### src/rtl/dff_share_pkg_160_163.sv
// dff_share_pkg_160_163: state encoding, hold-counter width and clog2 helper shared by the arbiter files
package dff_share_pkg_160_163;
    typedef enum logic {ST_IDLE = 1'b0, ST_HOLD = 1'b1} state_t;
    localparam int CNT_W = 4;
    function automatic int clog2(input int v);
        int r;
        r = 0;
        while ((1 << r) < v) r++;
        return (r == 0) ? 1 : r;
    endfunction
endpackage

### src/rtl/dff_share_arb_160_163_if.sv
// dff_share_arb_160_163_if: requester-side bus of the shared register (optional DFF_SHARE_WRCNT_EN adds wrcnt/last_id)
interface dff_share_arb_160_163_if import dff_share_pkg_160_163::*; #(
    parameter int N = 4,
    parameter int W = 8
);
    logic [N-1:0]   req;
    logic [N*W-1:0] d_in;
    logic [N-1:0]   gnt;
    logic [W-1:0]   q;
    logic           valid;
    logic           busy;
`ifdef DFF_SHARE_WRCNT_EN
    localparam int IW = clog2(N);
    logic [15:0]    wrcnt;
    logic [IW-1:0]  last_id;
    modport master (output req, d_in, input gnt, q, valid, busy, wrcnt, last_id);
    modport slave  (input req, d_in, output gnt, q, valid, busy, wrcnt, last_id);
`else
    modport master (output req, d_in, input gnt, q, valid, busy);
    modport slave  (input req, d_in, output gnt, q, valid, busy);
`endif
endinterface

### src/rtl/rr_pick_160_163.sv
// rr_pick_160_163: combinational round-robin winner search starting at ptr_i and wrapping at N
module rr_pick_160_163 import dff_share_pkg_160_163::*; #(
    parameter int N  = 4,
    parameter int IW = clog2(N)
) (
    input  logic [N-1:0]  req_i,
    input  logic [IW-1:0] ptr_i,
    output logic [IW-1:0] win_o,
    output logic          any_o
);
    assign any_o = |req_i;
    // scan offsets from farthest to nearest so the nearest set bit after ptr_i wins
    always_comb begin
        win_o = '0;
        for (int k = N - 1; k >= 0; k--)
            win_o = req_i[(int'(ptr_i) + k) % N] ? IW'((int'(ptr_i) + k) % N) : win_o;
    end
endmodule

### src/rtl/dff_share_arb_160_163.sv
// dff_share_arb_160_163: round-robin sharing of one W-bit register among N requesters; DFF_SHARE_WRCNT_EN adds write count and last winner
module dff_share_arb_160_163 import dff_share_pkg_160_163::*; #(
    parameter int N           = 4,
    parameter int W           = 8,
    parameter int HOLD_CYCLES = 2
) (
    input  logic                    clk,
    input  logic                    rst,
    dff_share_arb_160_163_if.slave  bus
);
    localparam int IW = clog2(N);
    state_t           state_q;
    logic [CNT_W-1:0] cnt_q;
    logic [IW-1:0]    ptr_q;
    logic [IW-1:0]    ptr_d;
    logic [IW-1:0]    win;
    logic             any;
    logic             grant;
    logic [N-1:0]     gnt_q;
    logic [W-1:0]     q_q;
    logic             valid_q;
    logic             busy_q;
    rr_pick_160_163 #(.N(N), .IW(IW)) u_pick (
        .req_i (bus.req),
        .ptr_i (ptr_q),
        .win_o (win),
        .any_o (any)
    );
    assign grant = (state_q == ST_IDLE) && any;
    assign ptr_d = (int'(win) == N - 1) ? '0 : win + 1'b1;
    // arbitration FSM: load winner's slice on a grant edge, then sit out the hold window
    always_ff @(posedge clk or posedge rst) begin
        if (rst) begin
            state_q <= ST_IDLE;
            cnt_q   <= '0;
            ptr_q   <= '0;
            gnt_q   <= '0;
            q_q     <= '0;
            valid_q <= 1'b0;
            busy_q  <= 1'b0;
        end else begin
            gnt_q <= grant ? (N'(1) << win) : '0;
            if (grant) begin
                q_q     <= bus.d_in[win*W +: W];
                valid_q <= 1'b1;
                ptr_q   <= ptr_d;
                if (HOLD_CYCLES != 0) begin
                    state_q <= ST_HOLD;
                    cnt_q   <= CNT_W'(HOLD_CYCLES);
                    busy_q  <= 1'b1;
                end
            end
            if (state_q == ST_HOLD) begin
                cnt_q <= cnt_q - 1'b1;
                if (cnt_q == CNT_W'(1)) begin
                    state_q <= ST_IDLE;
                    busy_q  <= 1'b0;
                end
            end
        end
    end
    assign bus.gnt   = gnt_q;
    assign bus.q     = q_q;
    assign bus.valid = valid_q;
    assign bus.busy  = busy_q;
`ifdef DFF_SHARE_WRCNT_EN
    logic [15:0]   wrcnt_q;
    logic [IW-1:0] last_q;
    // count grant edges (wrapping) and remember the most recent winner
    always_ff @(posedge clk or posedge rst) begin
        if (rst) begin
            wrcnt_q <= '0;
            last_q  <= '0;
        end else if (grant) begin
            wrcnt_q <= wrcnt_q + 16'd1;
            last_q  <= win;
        end
    end
    assign bus.wrcnt   = wrcnt_q;
    assign bus.last_id = last_q;
`endif
endmodule

### src/flat_wrapper.sv
// flat-port wrapper written by rule: the top's interface ports become plain ports
module dff_share_arb_160_163_flat import dff_share_pkg_160_163::*;
#(
    parameter int N           = 4,
    parameter int W           = 8,
    parameter int HOLD_CYCLES = 2
)
  (clk, rst, bus_req, bus_d_in, bus_gnt, bus_q, bus_valid, bus_busy);
  dff_share_arb_160_163_if #(.N(N), .W(W)) bus_i ();
  input  logic clk;
  input  logic rst;
  input wire logic [$bits(bus_i.req)-1:0] bus_req;
  input wire logic [$bits(bus_i.d_in)-1:0] bus_d_in;
  output wire logic [$bits(bus_i.gnt)-1:0] bus_gnt;
  output wire logic [$bits(bus_i.q)-1:0] bus_q;
  output wire logic [$bits(bus_i.valid)-1:0] bus_valid;
  output wire logic [$bits(bus_i.busy)-1:0] bus_busy;
  assign bus_i.req = bus_req;
  assign bus_i.d_in = bus_d_in;
  assign bus_gnt = bus_i.gnt;
  assign bus_q = bus_i.q;
  assign bus_valid = bus_i.valid;
  assign bus_busy = bus_i.busy;
  dff_share_arb_160_163 #(.N(N), .W(W), .HOLD_CYCLES(HOLD_CYCLES)) u_core (.clk(clk), .rst(rst), .bus(bus_i));
endmodule
### config.mk
export PLATFORM = sky130hd
export DESIGN_NAME = dff_share_arb_160_163_flat
export DESIGN_NICKNAME = d
export VERILOG_FILES = /design/src/rtl/dff_share_pkg_160_163.sv /design/src/rtl/dff_share_arb_160_163_if.sv /design/src/rtl/rr_pick_160_163.sv /design/src/rtl/dff_share_arb_160_163.sv /design/src/flat_wrapper.sv
export SDC_FILE = /design/constraint.sdc
export NUM_CORES = 1
export LEC_CHECK = 0
export ABC_CLOCK_PERIOD_IN_PS = 2100
export BUFFER_PORTS_ARGS = -buffer_cell sky130_fd_sc_hd__buf_4
export CAP_MARGIN = 10
export CELL_PAD_IN_SITES_DETAIL_PLACEMENT = 0
export CELL_PAD_IN_SITES_GLOBAL_PLACEMENT = 2
export CORE_ASPECT_RATIO = 1.2
export CORE_MARGIN = 1.5
export CORE_UTILIZATION = 29
export CTS_CLUSTER_SIZE = 12
export DETAILED_ROUTE_END_ITERATION = 12
export PLACE_DENSITY = 0.89
export SLEW_MARGIN = 5
export SYNTH_ARGS = -nofsm -noshare
export SYNTH_HDL_FRONTEND = slang
export SYNTH_HIERARCHICAL = 1
export SYNTH_SLANG_ARGS = --single-unit
### constraint.sdc
create_clock -name clk -period 2.1 [get_ports clk]
set_input_delay 0 -clock clk [delete_from_list [all_inputs] [get_ports clk]]
set_output_delay 0 -clock clk [all_outputs]
set_load 0.01 [all_outputs]
* Word-level counts from Yosys, hierarchy flattened *
Index checks and enable logic that the tools add are counted.

storage, ports and cells
  output and inout port bits = 14
  flip-flop bits (word level) = 21
  bits of input ports = 38
  logic and storage cells = 55

cells by class
  magnitude comparators = 4
  equal/unequal tests = 2
  $add $sub $neg = 5
  shifts and indexed selects = 2
  muxes and demuxes = 25
  bitwise gates (word level) = 4
  reductions and logical operators = 6

operators by type and width
  kind                 number
  $shiftx 32x6->8      1
  $mux 1               13
  $lt 3x4->1 const B   3
  $mux 4               3
  $mux 2               5
  $bmux 1 s2           4
  $reduce_or 2->1      3
  $add 2x1->2 const B  2
  $add 2x2->2 const B  2
  $eq 4x1->1 const B   1
  $reduce_or 4->1      1
  $shl 1x2->4 const A  1
  $sub 4x1->4 const B  1
  $and 1x1->1 const A  3
  $lt 2x3->1 const B   1
  $eq 2x1->1 const B   1
  $reduce_bool 2->1    1
  $logic_and 1x1->1    1
  $not 1->1            1

* Logic depth before layout (Yosys ltp) *
Gate-level depths: netlist (run 1).

  depth in word-level cells = 12
  mapped depth = 7

* By module *
The synthesis (run 1) kept the hierarchy.

modules (own cells, without submodules)
  module                 cells each  area each (sq um)  seq. area each (sq um)  times used
  dff_share_arb_160_163  76          1123.6             525.5                   1
  rr_pick_160_163        13          77.6               0.0                     1

* Worst setup path after synthesis (run 1) *
No wires, ideal clock.

  path type = register to register
  start point = register u_core.ptr_q[1]
  end point = register u_core.q_q[5], in the netlist u_core/bus.q[5]
  setup time = 125 ps
  stages on the path, launching flop included = 6
  path slack = 180 ps
  data required time = 1975 ps
  arrival time = 1795 ps
  path through = dfrtp_1 mux2i_1 a211oi_2 buf_6 mux4_2 mux2_4

between the ends
  longest elaborated chain between the ends = 9
  elaborated cells on any way between the ends = 19
  those cells by class = add/sub: 3; shift: 1; mux: 15

ends and longest elaborated chain
  what                                        RTL line                     text
  start: declaration                          dff_share_arb_160_163.sv:14  logic [IW-1:0] ptr_q;
  start signal: assignment                    dff_share_arb_160_163.sv:46  ptr_q <= ptr_d;
  $add 2x2->2                                 rr_pick_160_163.sv:16        win_o = req_i[(int'(ptr_i) + k) % N] ? IW'((int'(ptr_i) + k) % N) : win_o;
  $bmux 1 s2                                  rr_pick_160_163.sv:16
  $mux 1 (not written as such) (2 in series)  rr_pick_160_163.sv:16
  $mux 2 (3 in series)                        rr_pick_160_163.sv:16
  $mux 2 *                                    rr_pick_160_163.sv:16
  via u_core.win[0]                           dff_share_arb_160_163.sv:16  logic [IW-1:0] win;
  $shiftx 32x6->8 *                           dff_share_arb_160_163.sv:44  q_q <= bus.d_in[win*W +: W];
  end signal: assignment                      dff_share_arb_160_163.sv:44
  end: declaration                            dff_share_arb_160_163.sv:20  logic [W-1:0] q_q;

The timed path passes the listed nets; every way through them passes the cells marked *. The select of a mux whose other input is x is not followed.
A chain may end at the register's enable or synchronous reset.

* Final worst setup path (run 1) *
  start point = register u_core.ptr_q[1]
  end point = register u_core.q_q[6], in the netlist u_core/bus.q[6]

The elaborated chain is that of the path after synthesis.

==> results.ini, run 1 <==
[status]
status = finished, final reports clean

[cts]
clock_sinks = 21
cts_resized = 0
cts_tree = yes
insertion_delay_ps = 260
path_clk_slew_ps = 80
numCtsBuffers = 3
cts_buffer_depth = 2
htree_num_levels = 1
cts-root-buf = clkbuf_8

[worst_hold_path]
min_path_type = input pin to register
min_from = bus_d_in[3]
hold_depth = 3
whs_endpoint = u_core/bus.q[3]$_DFFE_PP0P_

[critical_path]
rr_startpoint = u_core/ptr_q[1]$_DFFE_PP0P_
critPathSlowestCell = mux4_2
slowest_delay_ps = 500
cp_data_arrival_time_ps = 2110
crit_required_ps = 2240
r2r-end = u_core/bus.q[6]$_DFFE_PP0P_
crit_chain = mux2i_1 > a211oi_2 > buf_12 > mux4_2 > mux2_4
critPathMaxFanout = 12
rr_worst_depth = 5
critical_path_class = register to register
r2r_slack_ps = 130
critical_path.startpoint = u_core/ptr_q[1]$_DFFE_PP0P_
crit_path_start_kind = register
cp-end-kind = register

[routing]
totalWireLength_mm = 2.712
ant_nets = 0
vias = 880
drt_iter0_drc = 40
drt-wirelength-per-cell_um = 13.77
detail_route.first_pass.iterations = 3
drc_errors = 0
viasPerCell = 4.467

[final_layout]
layout_common_cells = buf_4, dfrtp_1, mux4_2, mux2_4, nor2_1
fin_nets = 188
final_common_cell = buf_4
multiInputGateArea_um2 = 621.8
antenna_cells = 0
fill_cells = 397
seq_area_um2 = 525.5
drive_above_1_share = 0.5594
area_growth_pct = 42.19

[yosys]
synth.top_cell.area_share = 0.4375
ys_warn_count = 6
synth-seq-cells = 21
seq_area_frac_synth = 0.4375
synth_top_cell_by_area = dfrtp_1
avgSynthCellArea_um2 = 13.50
synth_cell_types = 29
syn_area_mm2 = 0.001201
netlist_instances = 89
synth_area_leaders = dfrtp_1, mux4_2, mux2_4, ha_1, mux2_2
syn_nets = 133

[timing]
finalSetupTns_ps = 0
slew_headroom = 0.4832
setup_viol = 0
fin_crit_ps = 1966
final.period_utilization = 0.9364
final.setup.worst_slack_ps = 133.5
hold_viol_final = 0
clock_skew_ps = 6.566
tightest_slew_ps = 774.3
slew_viol_final = 0
rsz0062_at_grt = no
fmax_mhz = 508.5

[floorplanning]
coreArea_mm2 = 0.003941
initial_core_util = 0.3048
die_h_um = 73.50
io_pins = 52
rows = 25
die_x_um = 61.75
dieArea_mm2 = 0.004539

[placed_design]
io_buffers = 51
hpwl_mm = 2.181
gp_congestion = 0.7336
place_ws_ps = 142.2

[power_and_ir_drop]
p_clk_frac = 0.132
switchingPower_uw = 637.6
power_frac_comb = 0.505
p_int_uw = 1334
swShare = 0.3234
power_uw = 1971
power_leakage_uw = 0.0008122
seqPwrFrac = 0.363
powerDensity_mw_per_mm2 = 1154
irDropWorstVdd_mv = 0.3816

[job]
cap_violations = 0

[global_route]
antenna_found_initial = 0
grt_pass1_wl_mm = 4.167
grt_pass1_vias = 929
grt_max_degree = 22
overflow = 0
track_usage = 0.1235

## state kept, by name, indices dropped and copies added (netlist names)
signal            cells
u_core/bus.gnt        4
u_core/state_q        1
u_core/ptr_q          2
u_core/bus.busy       1
u_core/cnt_q          4
u_core/bus.q          8
u_core/bus.valid      1
## Yosys cell counts
master and number:
inv_1 5, a21oi_1 2, mux2i_1 2, nor3_1 1
o21ai_0 1, nor2b_1 2, or2_2 1, mux2_2 3
nor4b_1 1, nor2_1 7, nand2_1 2, nor4bb_1 1
mux2_4 8, buf_6 1, o22a_1 1, mux4_2 8
a211oi_1 1, o21ba_2 1, o31a_1 1, a211oi_2 1
buf_2 1, buf_4 2, ha_1 6, and2_1 4
nor3b_1 1, a22o_1 1, dfrtp_1 21, clkbuf_1 1
nand2b_1 2
## kinds of logic after synthesis
group / Yosys count / share of synthesized area
multiplexers: 21 / 0.2948
adder cells (fa/ha/maj): 6 / 0.06250
flip-flops: 21 / 0.4375
AO/OA/AOI/OAI: 9 / 0.05938
AND/OR/NAND/NOR: 22 / 0.1010
buffers and inverters: 10 / 0.04478
## final cells by class
class / count / area share
clock inverters: 1 / 0.002930
repair buffers: 55 / 0.2505
inverters: 5 / 0.01099
multi-input cells: 58 / 0.3641
flip-flops and latches: 21 / 0.3077
clock buffers: 3 / 0.02418
well taps: 54 / 0.03956
## worst max-delay path, delay by kind of cell, from the launching register on
family	cells	cell delay (ps)
flip-flops	1	440
AO/OA/AOI/OAI	1	300
buffers and inverters	1	190
multiplexers	3	920
## stage by stage
stage          std cells  hold WS [ps]  area [um^2]  utilization
4_1_cts              197         184.8         1708       0.4333
3_3_place_gp         192         190.7         1652       0.4190
5_1_grt              197         188.7         1708       0.4333
6_report             197         186.7         1708       0.4333
2_1_floorplan         89        -23.47         1201            -
3_5_place_dp         192         196.5         1652       0.4190
## worst max-delay path by stage
stage / end / slack [ps] / cells after the start
floorplan: u_core/bus.q[5]$_DFFE_PP0P_ / 180 / 5
global placement: u_core/bus.q[3]$_DFFE_PP0P_ / 170 / 5
detailed placement: u_core/bus.q[4]$_DFFE_PP0P_ / 140 / 5
CTS: u_core/bus.q[6]$_DFFE_PP0P_ / 120 / 5
global route: u_core/bus.q[1]$_DFFE_PP0P_ / 50 / 5
finish: u_core/bus.q[6]$_DFFE_PP0P_ / 130 / 5
## power groups by stage
stage / registers (uW) / clock network (uW) / logic (uW)
2_1_floorplan: 728 / 0 / 662
3_3_place_gp: 715 / 0 / 989
3_5_place_dp: 722 / 0 / 1010
4_1_cts: 717 / 268 / 1010
5_1_grt: 744 / 285 / 1090
6_report: 715 / 260 / 997
## per-layer routing
layer	global-route usage	vias up	wire [um]
met5	0	-	0
met4	0.05674	0	63
met3	0.01937	6	48
met2	0.2222	12	1630
met1	0.1373	438	968
li1	-	424	-
## what timing repair did
action	4_1_cts	5_1_grt
hold endpoints to repair	21	0
hold buffers	1	0
buffers inserted	0	0
Note: power is estimated with default switching activity, not from simulation.
==> run 2, diff against run 1 <==
CORE_MARGIN = 4   (was 1.5)
CORE_UTILIZATION = 26   (was 29)
PLACE_DENSITY = 0.87   (was 0.89)
SYNTH_HIERARCHICAL = default   (was 1)
==> run 2 against run 1 <==
  * Combinational power decreased by 13%
  * Sequential cell count unchanged
  * Final area decreased by 6.5%
  * Clock power increased by 2%
  * Die area increased by 19%
  * Wire length increased by 7.6%
  * Largest power group unchanged
  * Count of clock-buffer cells in the layout unchanged
==> results.ini, run 2 <==
[yosys]
synth-seq-cells = 21  ; unchanged
synthArstFlopShare = 1.000  ; unchanged
syn_area_mm2 = 0.001115  ; was 0.001201 mm^2
synth.top_cell.area_share = 0.4714  ; was 0.4375
synth_top_cell_by_area = dfrtp_1  ; unchanged
seq_area_frac_synth = 0.4714  ; was 0.4375
syn_nets = 145  ; was 133
synth_cell_types = 28  ; was 29
synth_area_leaders = dfrtp_1, mux2i_1, o221ai_1, nand2_1, ha_1  ; was dfrtp_1, mux4_2, mux2_4, ha_1, mux2_2
synth_edf_count = 0  ; unchanged
synth.top_cells.by_count = dfrtp_1, mux2i_1, nand2_1  ; was dfrtp_1, mux2_4, mux4_2
synth_flop_cell = dfrtp_1  ; unchanged
netlist_instances = 104  ; was 89
avgSynthCellArea_um2 = 10.72  ; was 13.50 um^2
ys_warn_count = 0  ; was 6
yosysMostFrequentCell = dfrtp_1  ; unchanged

[global_route]
grt_busiest_layer = met2  ; unchanged
grt_pass1_wl_mm = 4.871  ; was 4.167 mm
grt_max_degree = 22  ; unchanged
antenna_found_initial = 0  ; unchanged
track_usage = 0.1183  ; was 0.1235
met2_usage = 0.2074  ; was 0.2222
use_met3 = 0.02676  ; was 0.01937
grt_pass1_vias = 1071  ; was 929
overflow = 0  ; unchanged
global_route.usage.met1 = 0.1353  ; was 0.1373

[final_layout]
multiInputGateArea_um2 = 526.8  ; was 621.8 um^2
final_common_cell = buf_4  ; unchanged
drive_above_1_share = 0.3924  ; was 0.5594
fin_nets = 200  ; was 188
area_growth_pct = 43.21  ; was 42.19%
largest_reg_flops = 8  ; unchanged
fill_cells = 414  ; was 397
seq_area_um2 = 525.5  ; unchanged
antenna_cells = 0  ; unchanged
layout_common_cells = buf_4, dfrtp_1, nand2_1, mux2i_1, o221ai_1  ; was buf_4, dfrtp_1, mux4_2, mux2_4, nor2_1

[floorplanning]
die_x_um = 67.78  ; was 61.75 um
io_pins = 52  ; unchanged
die_h_um = 79.73  ; was 73.50 um
rows = 25  ; unchanged
coreArea_mm2 = 0.004035  ; was 0.003941 mm^2
dieArea_mm2 = 0.005404  ; was 0.004539 mm^2
initial_core_util = 0.2763  ; was 0.3048

[timing]
finalSetupTns_ps = 0  ; unchanged
final.period_utilization = 0.8153  ; was 0.9364
hold_viol_final = 0  ; unchanged
slew_headroom = 0.4738  ; was 0.4832
slew_viol_final = 0  ; unchanged
setup_viol = 0  ; unchanged
fmax_mhz = 584.1  ; was 508.5 MHz
tightest_slew_ps = 788.4  ; was 774.3 ps
rsz0062_at_grt = no  ; unchanged
clock_skew_ps = 0.6429  ; was 6.566 ps
fin_crit_ps = 1712  ; was 1966 ps

[routing]
vias = 977  ; was 880
drt-wirelength-per-cell_um = 13.77  ; about the same
ant_nets = 0  ; unchanged
totalWireLength_mm = 2.919  ; was 2.712 mm
detail_route.first_pass.iterations = 4  ; was 3
drc_errors = 0  ; unchanged
drt_iter0_drc = 60  ; was 40
viasPerCell = 4.608  ; was 4.467

[power_and_ir_drop]
switchingPower_uw = 668.5  ; was 637.6 uW
power_frac_comb = 0.477  ; was 0.505
power_leakage_uw = 0.0008382  ; was 0.0008122 uW
power_uw = 1817  ; was 1971 uW
p_clk_frac = 0.146  ; was 0.132
powerDensity_mw_per_mm2 = 1138  ; was 1154 mW/mm^2
seqPwrFrac = 0.377  ; was 0.363
irDropWorstVdd_mv = 0.4161  ; was 0.3816 mV
swShare = 0.3680  ; was 0.3234
p_int_uw = 1148  ; was 1334 uW

[status]
status = finished, final reports clean  ; unchanged

[cts]
clock_sinks = 21  ; unchanged
cts-root-buf = clkbuf_8  ; unchanged
htree_num_levels = 1  ; unchanged
cts_resized = 0  ; unchanged
numCtsBuffers = 3  ; unchanged
cts_tree = yes  ; unchanged
insertion_delay_ps = 260  ; about the same
path_clk_slew_ps = 70  ; was 80 ps
cts_buffer_depth = 2  ; unchanged

[job]
cap_violations = 0  ; unchanged

[worst_hold_path]
min_path_type = input pin to register  ; unchanged

[critical_path]
critPathMaxFanout = 7  ; was 12
critical_path_class = register to register  ; unchanged
cp_data_arrival_time_ps = 1840  ; was 2110 ps
cp-end-kind = register  ; unchanged
crit_required_ps = 2220  ; was 2240 ps
crit_path_start_kind = register  ; unchanged

[placed_design]
hpwl_mm = 2.345  ; was 2.181 mm
gp_congestion = 0.7205  ; was 0.7336
io_buffers = 51  ; unchanged

## run 2: changes by cell type in the layout (fill, tap and decap cells not counted), moves of 2 or more
cell / change
o221ai_1: +8
mux2i_1: +14
nand2_1: +14
and2_1: -3
nand2b_1: +2
mux2_2: -2
ha_1: -3
mux2_4: -8
mux4_2: -8
## run 2: repair_timing
action	in CTS	in global routing
buffers inserted	0	0
hold endpoints to repair	21	0
hold buffers	1	0
## run 2: area by class of cell
type,instances,area share
Clock buffer,3,0.02586
Clock inverter,1,0.003135
Inverter,6,0.01411
Multi-Input combinational cell,73,0.3299
Sequential cell,21,0.3292
Tap cell,54,0.04232
Timing Repair Buffer,54,0.2555
## run 2: metal layers
metal  vias up  routed length, um
met4         0                 51
met1       467               1181
met2        31               1496
li1        474                  -
met3         5                190
met5         -                  0
## run 2: logic make-up after synthesis
logic type | after synthesis | share of synthesized area
AOI/OAI and AO/OA | 17 | 0.1167
xor gates and xnor gates | 1 | 0.007858
adders and majority gates | 3 | 0.03367
buffers and inverters | 10 | 0.05611
DFF | 21 | 0.4714
muxes | 17 | 0.1538
and+or+nand+nor | 35 | 0.1605
## run 2: path summary, 6_finish.rpt
| kind | from | to | slack, ps | cells past startpoint |
|---|---|---|---|---|
| min in group asynchronous | rst | u_core.bus.gnt[1]$_DFF_PP0_ | 440 | 3 |
| max reg2reg | u_core.ptr_q[0]$_DFFE_PP0P_ | u_core.bus.q[5]$_DFFE_PP0P_ | 390 | 6 |
| max | u_core.ptr_q[0]$_DFFE_PP0P_ | u_core.bus.q[5]$_DFFE_PP0P_ | 390 | 6 |
| min reg2reg | u_core.bus.valid$_DFFE_PP0P_ | u_core.bus.valid$_DFFE_PP0P_ | 480 | 1 |
| min | bus_d_in[11] | u_core.bus.q[3]$_DFFE_PP0P_ | 50 | 3 |
| max in group asynchronous | rst | u_core.bus.gnt[2]$_DFF_PP0_ | 1170 | 3 |
## run 2: per-stage QoR
step	cell area (um^2)	setup slack, ps	hold slack [ps]	util	cells
6_report	1597	387.9	54.49	0.3957	212
5_1_grt	1597	282.5	59.40	0.3957	212
4_1_cts	1597	379.8	54.19	0.3957	212
3_5_place_dp	1540	398.7	202.5	0.3817	207
3_3_place_gp	1540	470.4	208.0	0.3817	207
2_1_floorplan	1115	453.6	-23.47	-	104
## run 2: worst max-delay path: stages (launching register included)
cell and delay (ps):
dfrtp_1 420, nand2b_1 150, a21oi_1 150, a211o_1 250, buf_4 230, mux2i_1 230
o221ai_1 140
## run 2: power by group through the flow
stage	registers [uW]	clock network, uW	logic [uW]
after floorplan	712	0	556
after global placement	685	0	846
after detailed placement	691	0	884
after CTS	685	278	885
after global routing	710	292	967
final	685	265	867
==> run 3, diff against run 2 <==
ABC_CLOCK_PERIOD_IN_PS = 1700   (was 2100)
clock period = 1.7 ns   (was 2.1 ns; I/O delays follow)
==> run 3 against run 2 <==
  * Wire length decreased by 0.34%
  * Fmax grew 6.9%
  * Sequential share of layout area fell by 0.23 points
  * Count of clock-buffer cells in the layout increased by 1
  * Cell count grew 0.47%
  * Worst hold slack better by 12 ps
  * Combinational power is 26% higher
  * Critical path depth unchanged
  * Sequential power is 24% higher
  * Worst setup slack worse by 290 ps
  * Non-clock buffer count grew 1
  * First-iteration DRC count shrank 17%
  * Highest routed layer unchanged
==> results.ini, run 3 (synthesized netlist as in run 2, its figures left out) <==
[timing]
fin_crit_ps = 1601  ; was 1712 ps
slew_viol_final = 0  ; unchanged
tightest_slew_ps = 812.6  ; was 788.4 ps
hold_slack_ps = 66.03  ; was 54.49 ps
fmax_mhz = 624.5  ; was 584.1 MHz
final.setup.worst_slack_ps = 98.67  ; was 387.9 ps
rsz0062_at_grt = no  ; unchanged
final.period_utilization = 0.9420  ; was 0.8153
finalSetupTns_ps = 0  ; unchanged
clock_skew_ps = 5.710  ; was 0.6429 ps
setup_viol = 0  ; unchanged
hold_viol_final = 0  ; unchanged
slew_headroom = 0.4577  ; was 0.4738

[routing]
vias = 974  ; was 977
drt-wirelength-per-cell_um = 13.66  ; was 13.77 um
viasPerCell = 4.573  ; was 4.608
detail_route.first_pass.iterations = 4  ; unchanged
ant_nets = 0  ; unchanged
drc_errors = 0  ; unchanged
totalWireLength_mm = 2.909  ; was 2.919 mm
drt_iter0_drc = 50  ; was 60

[critical_path]
critPathMaxFanout = 8  ; was 7
critical_path_class = register to register  ; unchanged
cp-end-kind = register  ; unchanged
cp_data_arrival_time_ps = 1730  ; was 1840 ps
crit_required_ps = 1830  ; was 2220 ps
crit_path_start_kind = register  ; unchanged

[power_and_ir_drop]
p_clk_frac = 0.144  ; was 0.146
p_int_uw = 1437  ; was 1148 uW
irDropWorstVdd_mv = 0.3889  ; was 0.4161 mV
swShare = 0.3644  ; was 0.3680
power_leakage_uw = 0.0008404  ; was 0.0008382 uW
power_frac_comb = 0.481  ; was 0.477
seqPwrFrac = 0.376  ; was 0.377
switchingPower_uw = 823.9  ; was 668.5 uW
powerDensity_mw_per_mm2 = 1407  ; was 1138 mW/mm^2

[floorplanning]
dieArea_mm2 = 0.005404  ; unchanged
coreArea_mm2 = 0.004035  ; unchanged
io_pins = 52  ; unchanged
initial_core_util = 0.2763  ; unchanged
die_x_um = 67.78  ; unchanged
rows = 25  ; unchanged
die_h_um = 79.73  ; unchanged

[final_layout]
final_common_cell = buf_4  ; unchanged
fill_cells = 427  ; was 414
layout_common_cells = buf_4, dfrtp_1, nand2_1, mux2i_1, o221ai_1  ; unchanged
area_growth_pct = 44.22  ; was 43.21%
largest_reg_flops = 8  ; unchanged
finalInstanceArea_mm2 = 0.001608  ; was 0.001597 mm^2
fin_nets = 201  ; was 200
drive_above_1_share = 0.4025  ; was 0.3924
layoutNonFillerInstCount = 213  ; was 212
antenna_cells = 0  ; unchanged

[global_route]
grt_pass1_vias = 1059  ; was 1071
grt_max_degree = 22  ; unchanged
track_usage = 0.1162  ; was 0.1183
grt_pass1_wl_mm = 4.795  ; was 4.871 mm
antenna_found_initial = 0  ; unchanged
overflow = 0  ; unchanged

[job]
cap_violations = 0  ; unchanged

[placed_design]
io_buffers = 51  ; unchanged
gp_congestion = 0.7085  ; was 0.7205
placed_area_mm2 = 0.001548  ; was 0.001540 mm^2
dp_cells = 208  ; was 207
place_ws_ps = 101.1  ; was 398.7 ps
hpwl_mm = 2.320  ; was 2.345 mm

[cts]
insertion_delay_ps = 260  ; about the same
cts_tree = yes  ; unchanged
numCtsBuffers = 3  ; unchanged
clock_sinks = 21  ; unchanged
cts_buffer_depth = 2  ; unchanged
post_cts_buffers = 0  ; unchanged
htree_num_levels = 1  ; unchanged
cts-root-buf = clkbuf_8  ; unchanged
path_clk_slew_ps = 80  ; was 70 ps

[status]
status = finished, final reports clean  ; unchanged

[worst_hold_path]
min_path_type = input pin to register  ; unchanged

==> run 3: changes by cell type in the layout (fill, tap and decap cells not counted), sizes merged <==
cell / previous run / this run
buf: 53 / 54
clkinv: 1 / 0
clkbuf: 3 / 4
==> run 3: final timing paths <==
check                                              from                      endpoint  slack (ps)  cells past startpoint
max                         u_core.ptr_q[0]$_DFFE_PP0P_   u_core.bus.q[6]$_DFFE_PP0P_         100                      6
min                                        bus_d_in[13]   u_core.bus.q[5]$_DFFE_PP0P_          70                      3
max reg2reg                 u_core.ptr_q[0]$_DFFE_PP0P_   u_core.bus.q[6]$_DFFE_PP0P_         100                      6
min reg2reg                u_core.bus.valid$_DFFE_PP0P_  u_core.bus.valid$_DFFE_PP0P_         470                      1
max in group asynchronous                           rst   u_core.cnt_q[0]$_DFFE_PP0P_         740                      3
min in group asynchronous                           rst   u_core.cnt_q[1]$_DFFE_PP0P_         460                      3
==> run 3: power groups by stage <==
stage | Combinational (uW) | Clock (uW) | Sequential, uW
3_3_place_gp | 1070 | 0 | 850
5_1_grt | 1220 | 357 | 882
2_1_floorplan | 687 | 0 | 880
6_report | 1090 | 325 | 849
4_1_cts | 1110 | 338 | 851
3_5_place_dp | 1110 | 0 | 857
==> run 3: per-stage QoR <==
stage / total power [uW] / utilization
detailed placement: 1963 / 0.3836
global route: 2460 / 0.3985
CTS: 2297 / 0.3972
floorplan: 1567 / -
finish: 2261 / 0.3985
global placement: 1920 / 0.3836
==> run 3: metal layers <==
layer	global-route usage	vias up	part of all wire
met2	0.2152	33	0.53
met5	0	-	0
met4	0.04175	0	0.0072
met1	0.1271	461	0.40
li1	-	478	-
met3	0.02254	2	0.065
==> run 3: area by class of cell <==
type | instances | area [um^2] | area share
Clock buffer | 4 | 45.04 | 0.02802
Sequential cell | 21 | 525.5 | 0.3268
Multi-Input combinational cell | 73 | 531.8 | 0.3307
Inverter | 6 | 22.52 | 0.01401
Tap cell | 54 | 67.56 | 0.04202
Timing Repair Buffer | 55 | 415.4 | 0.2584
==> run 3: critical path, stage by stage, from the launching register on <==
cell,delay (ps)
dfrtp_1,410
nor2b_4,60
a21o_1,150
a211o_1,330
buf_4,200
mux2i_1,180
o221ai_1,140
==> run 3: timing repair <==
| item | CTS | global route |
|---|---|---|
| endpoints found under the hold margin | 21 | 0 |
| hold buffers | 1 | 0 |
| setup endpoints to repair | 0 | 1 |
| gates resized for setup | 0 | 2 |
